--- config.mk ---
export PLATFORM = sky130hd
export DESIGN_NAME = code_lock_ctrl_flat
export DESIGN_NICKNAME = d
export VERILOG_FILES = /design/src/rtl/code_lock_pkg.sv /design/src/rtl/code_lock_if.sv /design/src/rtl/blink_div.sv /design/src/rtl/code_lock_ctrl.sv /design/src/flat_wrapper.sv
export SDC_FILE = /design/constraint.sdc
export NUM_CORES = 1
export LEC_CHECK = 0
export CORE_UTILIZATION = 55
export CTS_CLUSTER_SIZE = 10
export DETAILED_ROUTE_END_ITERATION = 8
export GPL_TIMING_DRIVEN = 0
export PLACE_DENSITY = 0.74
export SYNTH_ARGS = -nofsm -noshare
export SYNTH_HDL_FRONTEND = slang
export SYNTH_SLANG_ARGS = --single-unit
--- constraint.sdc ---
create_clock -name clk -period 4.9 [get_ports clk]
set_input_delay 0.49 -clock clk [delete_from_list [all_inputs] [get_ports clk]]
set_output_delay 0.49 -clock clk [all_outputs]
set_load 0.005 [all_outputs]
--- src/rtl/code_lock_pkg.sv ---
// Shared types and constants for the keypad code lock controller.
package code_lock_pkg;

    typedef enum logic [1:0] {
        ST_LOCKED,
        ST_ENTRY,
        ST_UNLOCKED,
        ST_ALARM
    } state_t;

    localparam logic [7:0] LED_OFF      = 8'h00;
    localparam logic [7:0] LED_UNLOCKED = 8'h01;

    // Bits needed to hold the values 0..n.
    function automatic int cnt_w(input int n);
        return $clog2(n + 1);
    endfunction

    function automatic int code_w(input int len, input int dw);
        return len * dw;
    endfunction

endpackage

--- src/rtl/code_lock_if.sv ---
// Keypad/sensor inputs and lock/LED outputs of the code lock controller.
interface code_lock_if #(
    parameter int DIGIT_W = 4
) ();
    logic               digit_valid;
    logic [DIGIT_W-1:0] digit;
    logic               enter;
    logic               arm;
    logic               set_code;
    logic               sensor_open;
    logic               locked;
    logic               alarm;
    logic [2:0]         tries_left;
    logic [7:0]         led;

    modport master (
        output digit_valid, digit, enter, arm, set_code, sensor_open,
        input  locked, alarm, tries_left, led
    );

    modport slave (
        input  digit_valid, digit, enter, arm, set_code, sensor_open,
        output locked, alarm, tries_left, led
    );
endinterface

--- src/rtl/blink_div.sv ---
// Alarm blink prescaler: blink toggles every DIV cycles; clr restarts it with blink high.
module blink_div
    import code_lock_pkg::*;
#(
    parameter int DIV = 25_000_000
) (
    input  logic clk,
    input  logic rst,
    input  logic clr,
    output logic blink
);
    localparam int            W    = cnt_w(DIV);
    localparam logic [W-1:0]  LOAD = W'(DIV - 1);

    logic [W-1:0] cnt;

    always_ff @(posedge clk or posedge rst) begin
        if (rst) begin
            cnt   <= LOAD;
            blink <= 1'b0;
        end else if (clr) begin
            cnt   <= LOAD;
            blink <= 1'b1;
        end else if (cnt == '0) begin
            cnt   <= LOAD;
            blink <= ~blink;
        end else begin
            cnt   <= cnt - 1'b1;
        end
    end
endmodule

--- src/rtl/code_lock_ctrl.sv ---
// Keypad code lock: digit collection, code compare, attempt counting and alarm sequencing.
//
// state       | meaning
// ------------+--------------------------------------------------
// ST_LOCKED   | idle and locked, waiting for the first digit
// ST_ENTRY    | collecting digits, idle timeout running
// ST_UNLOCKED | open; digits may be collected to set a new code
// ST_ALARM    | intrusion or too many failures, LEDs blinking
module code_lock_ctrl
    import code_lock_pkg::*;
#(
    parameter int                            CODE_LEN     = 4,
    parameter int                            DIGIT_W      = 4,
    parameter logic [CODE_LEN*DIGIT_W-1:0]   DEFAULT_CODE = 16'h1234,
    parameter int                            MAX_TRIES    = 3,
    parameter int                            ENTRY_TO     = 250_000_000,
    parameter int                            BLINK_DIV    = 25_000_000
) (
    input  logic       clk,
    input  logic       rst,
    code_lock_if.slave bus
);
    localparam int                CODE_W    = code_w(CODE_LEN, DIGIT_W);
    localparam int                CNT_W     = cnt_w(CODE_LEN);
    localparam int                TO_W      = cnt_w(ENTRY_TO);
    localparam logic [CNT_W-1:0]  FULL      = CNT_W'(CODE_LEN);
    localparam logic [TO_W-1:0]   TO_LOAD   = TO_W'(ENTRY_TO - 1);
    localparam logic [2:0]        TRIES_MAX = 3'(MAX_TRIES);

    state_t              state, state_nxt;
    logic [CODE_W-1:0]   code_q, code_nxt;
    logic [CODE_W-1:0]   buf_q, buf_nxt, buf_base;
    logic [CNT_W-1:0]    cnt_q, cnt_nxt, cnt_base;
    logic [TO_W-1:0]     to_q, to_nxt;
    logic [2:0]          tries_q, tries_nxt;
    logic                take_digit, clear_buf, digit_ok, match;
    logic                blink, blink_clr;

    // A digit that arrives together with enter is dropped.
    assign digit_ok = bus.digit_valid & ~bus.enter;
    assign match    = (cnt_q == FULL) && (buf_q == code_q);

    always_comb begin
        state_nxt  = state;
        code_nxt   = code_q;
        tries_nxt  = tries_q;
        to_nxt     = to_q;
        take_digit = 1'b0;
        clear_buf  = 1'b0;

        case (state)
            ST_LOCKED: begin
                if (bus.sensor_open) begin
                    state_nxt = ST_ALARM;
                end else if (digit_ok) begin
                    state_nxt  = ST_ENTRY;
                    take_digit = 1'b1;
                    to_nxt     = TO_LOAD;
                end
            end
            ST_ENTRY: begin
                if (bus.sensor_open) begin
                    state_nxt = ST_ALARM;
                end else if (bus.enter) begin
                    if (match) begin
                        state_nxt = ST_UNLOCKED;
                        tries_nxt = TRIES_MAX;
                    end else if (tries_q <= 3'd1) begin
                        state_nxt = ST_ALARM;
                        tries_nxt = 3'd0;
                    end else begin
                        state_nxt = ST_LOCKED;
                        tries_nxt = tries_q - 3'd1;
                    end
                end else if (digit_ok) begin
                    take_digit = 1'b1;
                    to_nxt     = TO_LOAD;
                end else if (to_q == '0) begin
                    state_nxt = ST_LOCKED;
                end else begin
                    to_nxt = to_q - 1'b1;
                end
            end
            ST_UNLOCKED: begin
                if (bus.set_code) begin
                    if (cnt_q == FULL) begin
                        code_nxt  = buf_q;
                        clear_buf = 1'b1;
                    end
                end else if (bus.arm) begin
                    if (!bus.sensor_open) state_nxt = ST_LOCKED;
                end else if (digit_ok) begin
                    take_digit = 1'b1;
                end
            end
            ST_ALARM: begin
                if (bus.enter) begin
                    if (match) begin
                        state_nxt = ST_UNLOCKED;
                        tries_nxt = TRIES_MAX;
                    end else begin
                        clear_buf = 1'b1;
                    end
                end else if (digit_ok) begin
                    take_digit = 1'b1;
                end
            end
            default: state_nxt = ST_LOCKED;
        endcase

        // Any state change wipes the buffer; the digit that opens ENTRY is kept.
        if ((state_nxt != state) || clear_buf) begin
            buf_base = '0;
            cnt_base = '0;
        end else begin
            buf_base = buf_q;
            cnt_base = cnt_q;
        end
        buf_nxt = buf_base;
        cnt_nxt = cnt_base;
        if (take_digit) begin
            buf_nxt = (buf_base << DIGIT_W) | CODE_W'(bus.digit);
            cnt_nxt = (cnt_base == FULL) ? FULL : cnt_base + 1'b1;
        end
    end

    assign blink_clr = (state_nxt == ST_ALARM) && (state != ST_ALARM);

    always_ff @(posedge clk or posedge rst) begin
        if (rst) begin
            state   <= ST_LOCKED;
            code_q  <= DEFAULT_CODE;
            buf_q   <= '0;
            cnt_q   <= '0;
            to_q    <= TO_LOAD;
            tries_q <= TRIES_MAX;
        end else begin
            state   <= state_nxt;
            code_q  <= code_nxt;
            buf_q   <= buf_nxt;
            cnt_q   <= cnt_nxt;
            to_q    <= to_nxt;
            tries_q <= tries_nxt;
        end
    end

    blink_div #(.DIV(BLINK_DIV)) u_blink (
        .clk   (clk),
        .rst   (rst),
        .clr   (blink_clr),
        .blink (blink)
    );

    assign bus.locked     = (state == ST_LOCKED) || (state == ST_ENTRY);
    assign bus.alarm      = (state == ST_ALARM);
    assign bus.tries_left = tries_q;

    always_comb begin
        case (state)
            ST_ALARM:    bus.led = {8{blink}};
            ST_UNLOCKED: bus.led = LED_UNLOCKED;
            default:     bus.led = LED_OFF;
        endcase
    end
endmodule

--- src/flat_wrapper.sv ---
// flat-port wrapper written by rule: the top's interface ports become plain ports
module code_lock_ctrl_flat import code_lock_pkg::*;
#(
    parameter int                            CODE_LEN     = 4,
    parameter int                            DIGIT_W      = 4,
    parameter logic [CODE_LEN*DIGIT_W-1:0]   DEFAULT_CODE = 16'h1234,
    parameter int                            MAX_TRIES    = 3,
    parameter int                            ENTRY_TO     = 250_000_000,
    parameter int                            BLINK_DIV    = 25_000_000
)
  (clk, rst, bus_digit_valid, bus_digit, bus_enter, bus_arm, bus_set_code, bus_sensor_open, bus_locked, bus_alarm, bus_tries_left, bus_led);
  code_lock_if #(.DIGIT_W(DIGIT_W)) bus_i ();
  input  logic clk;
  input  logic rst;
  input wire logic [$bits(bus_i.digit_valid)-1:0] bus_digit_valid;
  input wire logic [$bits(bus_i.digit)-1:0] bus_digit;
  input wire logic [$bits(bus_i.enter)-1:0] bus_enter;
  input wire logic [$bits(bus_i.arm)-1:0] bus_arm;
  input wire logic [$bits(bus_i.set_code)-1:0] bus_set_code;
  input wire logic [$bits(bus_i.sensor_open)-1:0] bus_sensor_open;
  output wire logic [$bits(bus_i.locked)-1:0] bus_locked;
  output wire logic [$bits(bus_i.alarm)-1:0] bus_alarm;
  output wire logic [$bits(bus_i.tries_left)-1:0] bus_tries_left;
  output wire logic [$bits(bus_i.led)-1:0] bus_led;
  assign bus_i.digit_valid = bus_digit_valid;
  assign bus_i.digit = bus_digit;
  assign bus_i.enter = bus_enter;
  assign bus_i.arm = bus_arm;
  assign bus_i.set_code = bus_set_code;
  assign bus_i.sensor_open = bus_sensor_open;
  assign bus_locked = bus_i.locked;
  assign bus_alarm = bus_i.alarm;
  assign bus_tries_left = bus_i.tries_left;
  assign bus_led = bus_i.led;
  code_lock_ctrl #(.CODE_LEN(CODE_LEN), .DIGIT_W(DIGIT_W), .DEFAULT_CODE(DEFAULT_CODE), .MAX_TRIES(MAX_TRIES), .ENTRY_TO(ENTRY_TO), .BLINK_DIV(BLINK_DIV)) u_core (.clk(clk), .rst(rst), .bus(bus_i));
endmodule
Word-level counts from Yosys, hierarchy flattened
Index checks and enable logic that the tools add are counted.
{"block": "classes", "n_eq_ne": 17, "muxes": 50, "addsub": 4, "order_cmp": 1, "bitwise": 4, "reduce_logical": 14}
{"cell": "two-way mux 28 bit", "n": 6}
{"cell": "one-hot mux 28 bit (2 select lines)", "n": 1}
{"cell": "two-way mux 25 bit", "n": 2}
{"cell": "two-way mux 16 bit", "n": 2}
{"cell": "zero test 28 bit", "n": 1}
{"cell": "subtractor 28 x 1 -> 28 bit, second input constant", "n": 1}
{"cell": "two-way mux 3 bit", "n": 9}
{"cell": "two-way mux 2 bit", "n": 13}
{"cell": "zero test 25 bit", "n": 1}
{"cell": "subtractor 25 x 1 -> 25 bit, second input constant", "n": 1}
{"cell": "equality test 16 bit", "n": 1}
{"cell": "bitwise OR 16 x 4 -> 16 bit", "n": 1}
{"cell": "one-hot mux 8 bit (2 select lines)", "n": 1}
{"cell": "two-way mux 1 bit", "n": 12}
{"cell": "inequality test 2 bit, second input constant", "n": 6}
{"cell": "one-hot mux 2 bit (4 select lines)", "n": 1}
{"cell": "nonzero test 2 bit", "n": 4}
{"cell": "equality test 2 bit, second input constant", "n": 3}
{"cell": "equality test 3 bit, second input constant", "n": 2}
{"cell": "one-hot mux 3 bit (2 select lines)", "n": 1}
{"cell": "AND reduction 6 bit", "n": 1}
{"cell": "AND reduction 5 bit", "n": 1}
{"cell": "inequality test 2 x 1 -> 1 bit, second input constant", "n": 2}
{"cell": "one-hot mux 1 bit (4 select lines)", "n": 1}
{"cell": "other kinds (13)", "n": 16}
{"block": "word_totals", "inputBits": 11, "regBits": 94, "word_cells": 99}

Longest topological paths before layout
Gate-level depths: netlist (run 1).
{"block": "logic_depth", "depth_word": 12, "ltp_mapped": 12}

Modules after synthesis
A second synthesis (run 1) with hierarchy kept.
{"block": "hier_totals", "hier_cells": 525, "area_unflattened_um2": 5222.5}
{"module": "code_lock_ctrl", "n_inst": 1, "seq_area_each_um2": 1734.2, "area_each_um2": 3886.2, "cells_each": 393}
{"module": "blink_div", "n_inst": 1, "seq_area_each_um2": 671.9, "area_each_um2": 1336.3, "cells_each": 132}

Worst setup path before layout (run 1)
No wires, ideal clock.
{"block": "synth_path", "path_kind": "register to register", "start": "register u_core.to_q[0]", "end": "register u_core.cnt_q[0]", "path_slack_ns": 2.411, "stages_incl_launch_ff": 13, "arrival_ns": 2.403, "setup_ns": 0.086, "path_cell_list": "dfstp_2 inv_1 ha_1 or3b_2 or2_1 o21ai_2 nor3_1 and3_1 inv_1 ha_1 a21oi_1 nor2_1 a32oi_1"}
{"block": "synth_between", "elab_chain_len": 12}
{"element": "start, declared", "line": "code_lock_ctrl.sv:34", "source": "logic [TO_W-1:0] to_q, to_nxt;"}
{"element": "start signal, assigned", "line": "code_lock_ctrl.sv:142", "source": "to_q <= to_nxt;"}
{"element": "zero test 28 bit (*)", "line": "code_lock_ctrl.sv:78", "source": "end else if (to_q == '0) begin"}
{"element": "two-way mux 2 bit (*)", "line": "code_lock_ctrl.sv:78"}
{"element": "two-way mux 2 bit (*)", "line": "code_lock_ctrl.sv:75", "source": "end else if (digit_ok) begin"}
{"element": "two-way mux 2 bit (*)", "line": "code_lock_ctrl.sv:64", "source": "end else if (bus.enter) begin"}
{"element": "two-way mux 2 bit (*)", "line": "code_lock_ctrl.sv:62", "source": "if (bus.sensor_open) begin"}
{"element": "one-hot mux 2 bit (4 select lines) (*)", "line": "code_lock_ctrl.sv:51", "source": "case (state)"}
{"element": "inequality test 2 bit (*)", "line": "code_lock_ctrl.sv:112", "source": "if ((state_nxt != state) || clear_buf) begin"}
{"element": "logical OR 1 bit (*)", "line": "code_lock_ctrl.sv:112"}
{"element": "two-way mux 3 bit (*)", "line": "code_lock_ctrl.sv:112"}
{"element": "adder 3 x 1 -> 3 bit / equality test 3 bit (equally long branches)", "line": "code_lock_ctrl.sv:123", "source": "cnt_nxt = (cnt_base == FULL) ? FULL : cnt_base + 1'b1;"}
{"element": "two-way mux 3 bit", "line": "code_lock_ctrl.sv:123"}
{"element": "two-way mux 3 bit (*)", "line": "code_lock_ctrl.sv:121", "source": "if (take_digit) begin"}
{"element": "net u_core.cnt_nxt[0]", "line": "code_lock_ctrl.sv:33", "source": "logic [CNT_W-1:0] cnt_q, cnt_nxt, cnt_base;"}
{"element": "end signal, assigned", "line": "code_lock_ctrl.sv:141", "source": "cnt_q <= cnt_nxt;"}
{"element": "end, declared", "line": "code_lock_ctrl.sv:33"}
Mark *: on every way through the listed nets, which the timed path passes. The rest lies on a longest branch.
A chain may end at the register's enable or synchronous reset.

Final worst setup path (run 1)
{"block": "layout_path", "start": "register u_core.to_q[12]", "end": "register u_core.cnt_q[0]"}
Same word-level chain as after synthesis.

==> results of run 1 <==
report_power, final:
group,leakage [nW],switching [mW],internal [mW],total [mW]
registers,1.14,0.163,1.00,1.16
logic,0.998,0.397,0.365,0.762
clock network,0.115,0.260,0.339,0.599
per-stage QoR:
stage | setup WS [ns] | util | hold WS, ns
after detailed placement | 1.58 | 0.611 | 0.474
final | 1.88 | 0.637 | 0.492
after global placement | 0.583 | 0.608 | 0.453
after global routing | 1.69 | 0.637 | 0.532
after CTS | 1.92 | 0.637 | 0.495
after floorplan | 2.03 | - | 0.443
metal layers:
metal,global-route usage,part of all wire,up-vias
met5,0,0,-
met4,0.0654,0.011,0
met3,0.0462,0.031,9
met2,0.371,0.48,69
met1,0.299,0.48,1832
li1,-,-,1813
state kept, by name, indices dropped and copies added (netlist names):
| name | flops |
|---|---|
| u_core.u_blink.blink | 1 |
| u_core.bus.tries_left | 3 |
| u_core.buf_q | 16 |
| u_core.cnt_q | 3 |
| u_core.to_q | 28 |
| u_core.state | 2 |
| u_core.code_q | 16 |
| u_core.u_blink.cnt | 25 |
path summary, 6_finish.rpt:
check,from,endpoint,cells after the start
max in group asynchronous,rst,u_core.code_q[4],3
min in group asynchronous,rst,u_core.to_q[8],2
worst max-delay path,u_core.to_q[12],u_core.cnt_q[0],12
worst min-delay path,u_core.u_blink.cnt[0],u_core.u_blink.cnt[0],1
worst max register to register,u_core.to_q[12],u_core.cnt_q[0],12
worst min register to register,u_core.u_blink.cnt[0],u_core.u_blink.cnt[0],1
synth_stat cells, types with 10 or more instances:
cell type and n:
nor3_1 23, nand3_1 14, xnor2_1 35, mux2_2 16, o21ai_0 18, xor2_1 13
nor2_1 35, dfstp_2 43, inv_1 14, dfrtp_1 51, nor4_1 10, clkbuf_1 11
nand2_1 78, a21oi_1 28
worst max-delay path: cells and delay by family (launching register included):
kind,cells,cell delay [ns]
compound gates,3,0.45
buf+inv,2,0.34
fa+ha+maj,1,0.19
simple gates,6,1.45
flops,1,0.53
cells in the final DEF (no fill, tap or decap), drive strengths merged, types with 2 or more instances in the layout:
| cell type | n |
|---|---|
| and3 | 4 |
| nor4 | 13 |
| o31ai | 3 |
| bufinv | 3 |
| dfrtp | 51 |
| mux2 | 16 |
| o21ai | 19 |
| or2 | 4 |
| nand3 | 15 |
| a31o | 2 |
| xnor2 | 35 |
| dfstp | 43 |
| xor2 | 13 |
| a22o | 2 |
| a21o | 3 |
| nand2 | 79 |
| nor3 | 25 |
| nor3b | 8 |
| or4 | 4 |
| a21oi | 28 |
| ha | 7 |
| nand2b | 6 |
| o21a | 3 |
| inv | 14 |
| a31oi | 9 |
| clkdlybuf4s50 | 23 |
| o211ai | 4 |
| or3 | 4 |
| buf | 13 |
| clkbuf | 23 |
| nor2 | 35 |
| nor2b | 2 |
| and2 | 7 |
| nand4 | 6 |
| a21boi | 2 |
cells by family after synthesis:
kind of cell,after synthesis,synth area share
compound gates,83,0.108
xor+xnor,48,0.0851
fa+ha+maj,7,0.0177
buf+inv,37,0.0360
flops,94,0.487
mux,17,0.0385
simple gates,216,0.227
area by class of cell:
class | instances | area (sq um)
fill | 755 | 3170
sequential | 94 | 2410
multi-input combinational | 371 | 2350
timing repair buffer | 24 | 250
clock buffer | 12 | 135
tap | 108 | 135
buffer | 23 | 125
clock inverter | 4 | 95.1
inverter | 14 | 55.1
==> impl_metrics.py, run 1 <==
metrics = {
    "status": {
        "status": "completed",
    },
    "sta": {
        "fin_crit_ns": 3.02,
        "hold_violations": 0,
        "setup_viol": 0,
        "slew_violations": 0,
        "period_share": 0.617,
        "finalSetupTns_ns": 0,
        "rsz0062_at_grt": "false",
        "slew_headroom": 0.409,
        "clock.fmax_mhz": 331,
        "fin_skew_ns": 0.0142,
        "worstMarginPinSlew_ns": 0.886,
    },
    "logic_synthesis": {
        "synth_seq_area_share": 0.487,
        "synth_cell_type_count": 62,
        "synthArstFlopShare": 1.00,
        "synthFlopType": "dfrtp_1",
        "synth_top_area_cell": "dfrtp_1",
        "synth-edff-count": 0,
        "ys_warn_count": 0,
        "synthTopCellsByArea": "dfrtp_1, dfstp_2, xnor2_1",
        "syn_nets": 520,
        "ys_seq_elements": 94,
        "avgSynthCellArea_sq_um": 9.84,
        "syn_area_sq_um": 4940,
        "synthCells": 502,
        "yosysTopAreaCellShare": 0.258,
    },
    "detailed_routing": {
        "wl_per_cell_um": 15.3,
        "via_per_inst": 5.73,
        "route.detailed.drc": 0,
        "drt_iter0_markers": 177,
        "drtPass1Iterations": 4,
        "wl_mm": 9.92,
        "via_count": 3723,
        "ant_nets": 0,
    },
    "cts": {
        "post-cts-setup-buffers": 0,
        "post_cts_resized": 0,
        "clk_latency_ns": 0.36,
        "hold_buffers": 0,
        "cts.path.max_buffers": 2,
        "cts_tree": "built",
        "cts_buffers": 9,
        "clock_sinks": 94,
        "root_buffer": "clkbuf_8",
        "htreeDepth": 3,
        "path_clk_slew_ns": 0.08,
    },
    "pwr": {
        "power_density_nw_per_um2": 454,
        "totalPowerFinal_mw": 2.52,
        "ir_drop_v": 0.000287,
        "power.leakage_nw": 2.25,
    },
    "layout": {
        "fin_nets": 555,
        "drive_gt1_frac": 0.203,
        "finalInstanceArea_sq_um": 5560,
        "syn2layout_area_growth_pct": 12.5,
        "final_cells": 650,
        "diodes": 0,
    },
    "setup_path": {
        "arrival_ns": 3.29,
        "slowest_delay_ns": 0.54,
        "setup.worst_path.end_class": "flop",
        "start_kind": "flop",
        "cp.required_ns": 5.17,
        "worstSetupPathType": "reg2reg",
        "path_cells": "clkbuf_1 -> nor2_1 -> nand4_2 -> or2_1 -> o21ai_2 -> nor3_1 -> and3_1 -> inv_1 -> ha_1 -> a21oi_1 -> nor2_1 -> a32oi_1",
        "crit_top_cell": "nor2_1",
        "cp_max_fo": 8,
        "r2r_slack_ns": 1.88,
        "cp_slowest_cell": "nor3_1",
    },
    "job": {
        "maxCapViolCount": 0,
    },
    "grt": {
        "grt_pass1_vias": 3665,
        "grt_overflow": 0,
        "grt_max_degree": 56,
        "antenna_found_initial": 0,
        "grt_use_total": 0.224,
        "grt_pass1_wl_mm": 17.0,
    },
    "placement": {
        "placed_cells": 634,
        "placed_area_sq_um": 5330,
        "dp_hpwl_mm": 7.06,
        "gp_congestion": 0.848,
        "io_buffers": 23,
    },
    "floorplan": {
        "dieArea_sq_um": 9360,
        "fp.dieW_um": 96.7,
        "io_pins": 24,
        "initial_core_util": 0.566,
        "die_h_um": 96.7,
        "rows": 34,
        "core_area_sq_um": 8720,
    },
    "min_path": {
        "hold_class": "reg2reg",
    },
}
No activity file was read; power rests on OpenSTA's default activity.
==> run 2: changes to the inputs <==
CORE_UTILIZATION = 54   (was 55)
PLACE_DENSITY = 0.76   (was 0.74)
clock period = 2.7 ns   (was 4.9 ns; I/O delays follow)
==> run 2 against run 1 <==
- the run now ends with DRC left
- non-clock buffer count is 3 higher
- sequential cell count stayed put
- first-iteration DRC count is 4.0% higher
- power is 80% higher
- worst setup slack worse by 1.8 ns
- sequential share of layout area is 0.66 points lower
- count of clock-buffer cells in the layout is 1 lower
- global-route usage is 0.33 points higher
- register-to-register slack worse by 1.8 ns
- maximum frequency is 17% higher
- critical path type unchanged
==> impl_metrics.py, run 2 (synthesis results as in run 1) <==
metrics = {
    "setup_path": {
        "critPathBufInv": 1,
        "start_kind": "flop",
        "path_cells": "or4_1 -> nor3b_4 -> nand4_1 -> o21ai_4 -> nor3_4 -> and3_1 -> inv_1 -> ha_1 -> a21oi_1 -> nor2_1 -> a32oi_1",
        "slowest_delay_ns": 0.57,
        "cp_slowest_cell": "or4_1",
        "setup.worst_path.end_class": "flop",
        "cp_max_fo": 5,
        "arrival_ns": 2.80,
        "crit_family": "simple AND/OR/NAND/NOR gates",
        "worstSetupPathType": "reg2reg",
        "cp.required_ns": 2.93,
    },
    "job": {
        "maxCapViolCount": 0,
    },
    "grt": {
        "grt_use_total": 0.227,
        "grt_pass1_wl_mm": 17.3,
        "antenna_found_initial": 0,
        "grt_overflow": 0,
        "grt_pass1_vias": 3752,
        "grt_max_degree": 60,
    },
    "layout": {
        "drive_gt1_frac": 0.233,
        "ff_latch_area_sq_um": 2410,
        "multi_input_area_sq_um": 2420,
        "regMostFlops": "u_core.to_q",
        "fin_nets": 558,
        "largestRegisters": "u_core.to_q: 28 flops, u_core.u_blink.cnt: 25 flops",
        "largest_reg_flops": 28,
        "syn2layout_area_growth_pct": 14.3,
        "final_cell_mix": "nand2_1, dfrtp_1, dfstp_2",
        "final_cells": 653,
        "diodes": 0,
        "n_fill_cell": 733,
        "final_common_cell": "nand2_1",
    },
    "cts": {
        "clock_sinks": 94,
        "path_clk_slew_ns": 0.09,
        "hold_buffers": 0,
        "cts.path.max_buffers": 2,
        "htreeDepth": 3,
        "clk_latency_ns": 0.36,
        "cts_buffers": 9,
        "root_buffer": "clkbuf_8",
        "cts_tree": "built",
    },
    "detailed_routing": {
        "via_per_inst": 5.67,
        "ant_nets": 0,
        "via_count": 3702,
        "drtPass1Iterations": 9,
        "wl_mm": 10.0,
        "drt_iter0_markers": 184,
        "wl_per_cell_um": 15.4,
        "route.detailed.drc": 5,
    },
    "sta": {
        "slew_headroom": 0.453,
        "hold_violations": 0,
        "fin_crit_ns": 2.57,
        "finalSetupTns_ns": 0,
        "period_share": 0.953,
        "fin_skew_ns": 0.0101,
        "setup_viol": 0,
        "slew_violations": 0,
        "clock.fmax_mhz": 389,
        "worstMarginPinSlew_ns": 0.820,
    },
    "placement": {
        "placed_cells": 634,
        "io_buffers": 23,
        "gp_congestion": 0.846,
        "dp_hpwl_mm": 6.94,
    },
    "pwr": {
        "ir_drop_v": 0.000355,
        "power.leakage_nw": 2.30,
        "power_density_nw_per_um2": 807,
    },
    "floorplan": {
        "io_pins": 24,
        "dieArea_sq_um": 9530,
        "rows": 34,
        "fp.dieW_um": 97.6,
        "initial_core_util": 0.561,
        "core_area_sq_um": 8810,
        "die_h_um": 97.6,
    },
    "status": {
        "status": "finished with violations",
        "violations": "DRC",
    },
    "min_path": {
        "hold_class": "in2async",
    },
}
[run 2: final timing paths]
| check | start | endpoint | slack [ns] | cells past startpoint |
|---|---|---|---|---|
| worst max-delay path | u_core.to_q[22] | u_core.cnt_q[0] | 0.13 | 11 |
| worst min-delay path | rst | u_core.to_q[7] | 0.28 | 2 |
| worst max register to register | u_core.to_q[22] | u_core.cnt_q[0] | 0.13 | 11 |
| worst min register to register | u_core.u_blink.cnt[0] | u_core.u_blink.cnt[0] | 0.49 | 1 |
| max in group asynchronous | rst | u_core.code_q[9] | 1.74 | 3 |
| min in group clk | bus_digit[1] | u_core.buf_q[1] | 0.45 | 3 |
[run 2: power breakdown]
group	leakage (nW)	switching (mW)	internal, mW
clock	0.106	0.492	0.479
sequential	1.14	0.331	1.82
combinational	1.05	0.729	0.707
[run 2: layer usage]
layer | vias up | wire length, um | GRT usage
met2 | 71 | 5030 | 0.386
met1 | 1803 | 4520 | 0.291
li1 | 1811 | - | -
met4 | 0 | 201 | 0.101
met5 | - | 0 | 0
met3 | 17 | 285 | 0.0302
[run 2: final cells by class]
class	count	area share
tap	108	0.0240
multi-input combinational	371	0.430
sequential	94	0.426
clock inverter	5	0.00998
timing repair buffer	28	0.0510
buffer	22	0.0222
inverter	14	0.00976
clock buffer	11	0.0268
[run 2: what timing repair did]
item | CTS | global route
setup buffers | 0 | 4
hold endpoints to repair | 0 | 0
endpoints found under the setup margin | 19 | 15
pin swaps | 0 | 3
resized for setup | 7 | 12
[run 2: through the flow]
stage                     setup WS, ns   util  hold slack [ns]  power, mW  area, sq um
final                            0.128  0.641            0.280       4.55         5640
after global routing           -0.0326  0.641            0.310       4.84         5640
after CTS                       0.0562  0.633            0.287       4.51         5570
after detailed placement        -0.334  0.606            0.472       3.51         5330
after global placement           -1.39  0.602            0.459       3.45         5300
after floorplan                 0.0525      -            0.387       3.02         4940
[run 2: worst reg2reg max path, stage by stage, from the launching register on]
cell,delay [ns]
dfstp_2,0.39
or4_1,0.57
nor3b_4,0.29
nand4_1,0.18
o21ai_4,0.20
nor3_4,0.07
and3_1,0.21
inv_1,0.09
ha_1,0.17
a21oi_1,0.07
nor2_1,0.09
a32oi_1,0.10
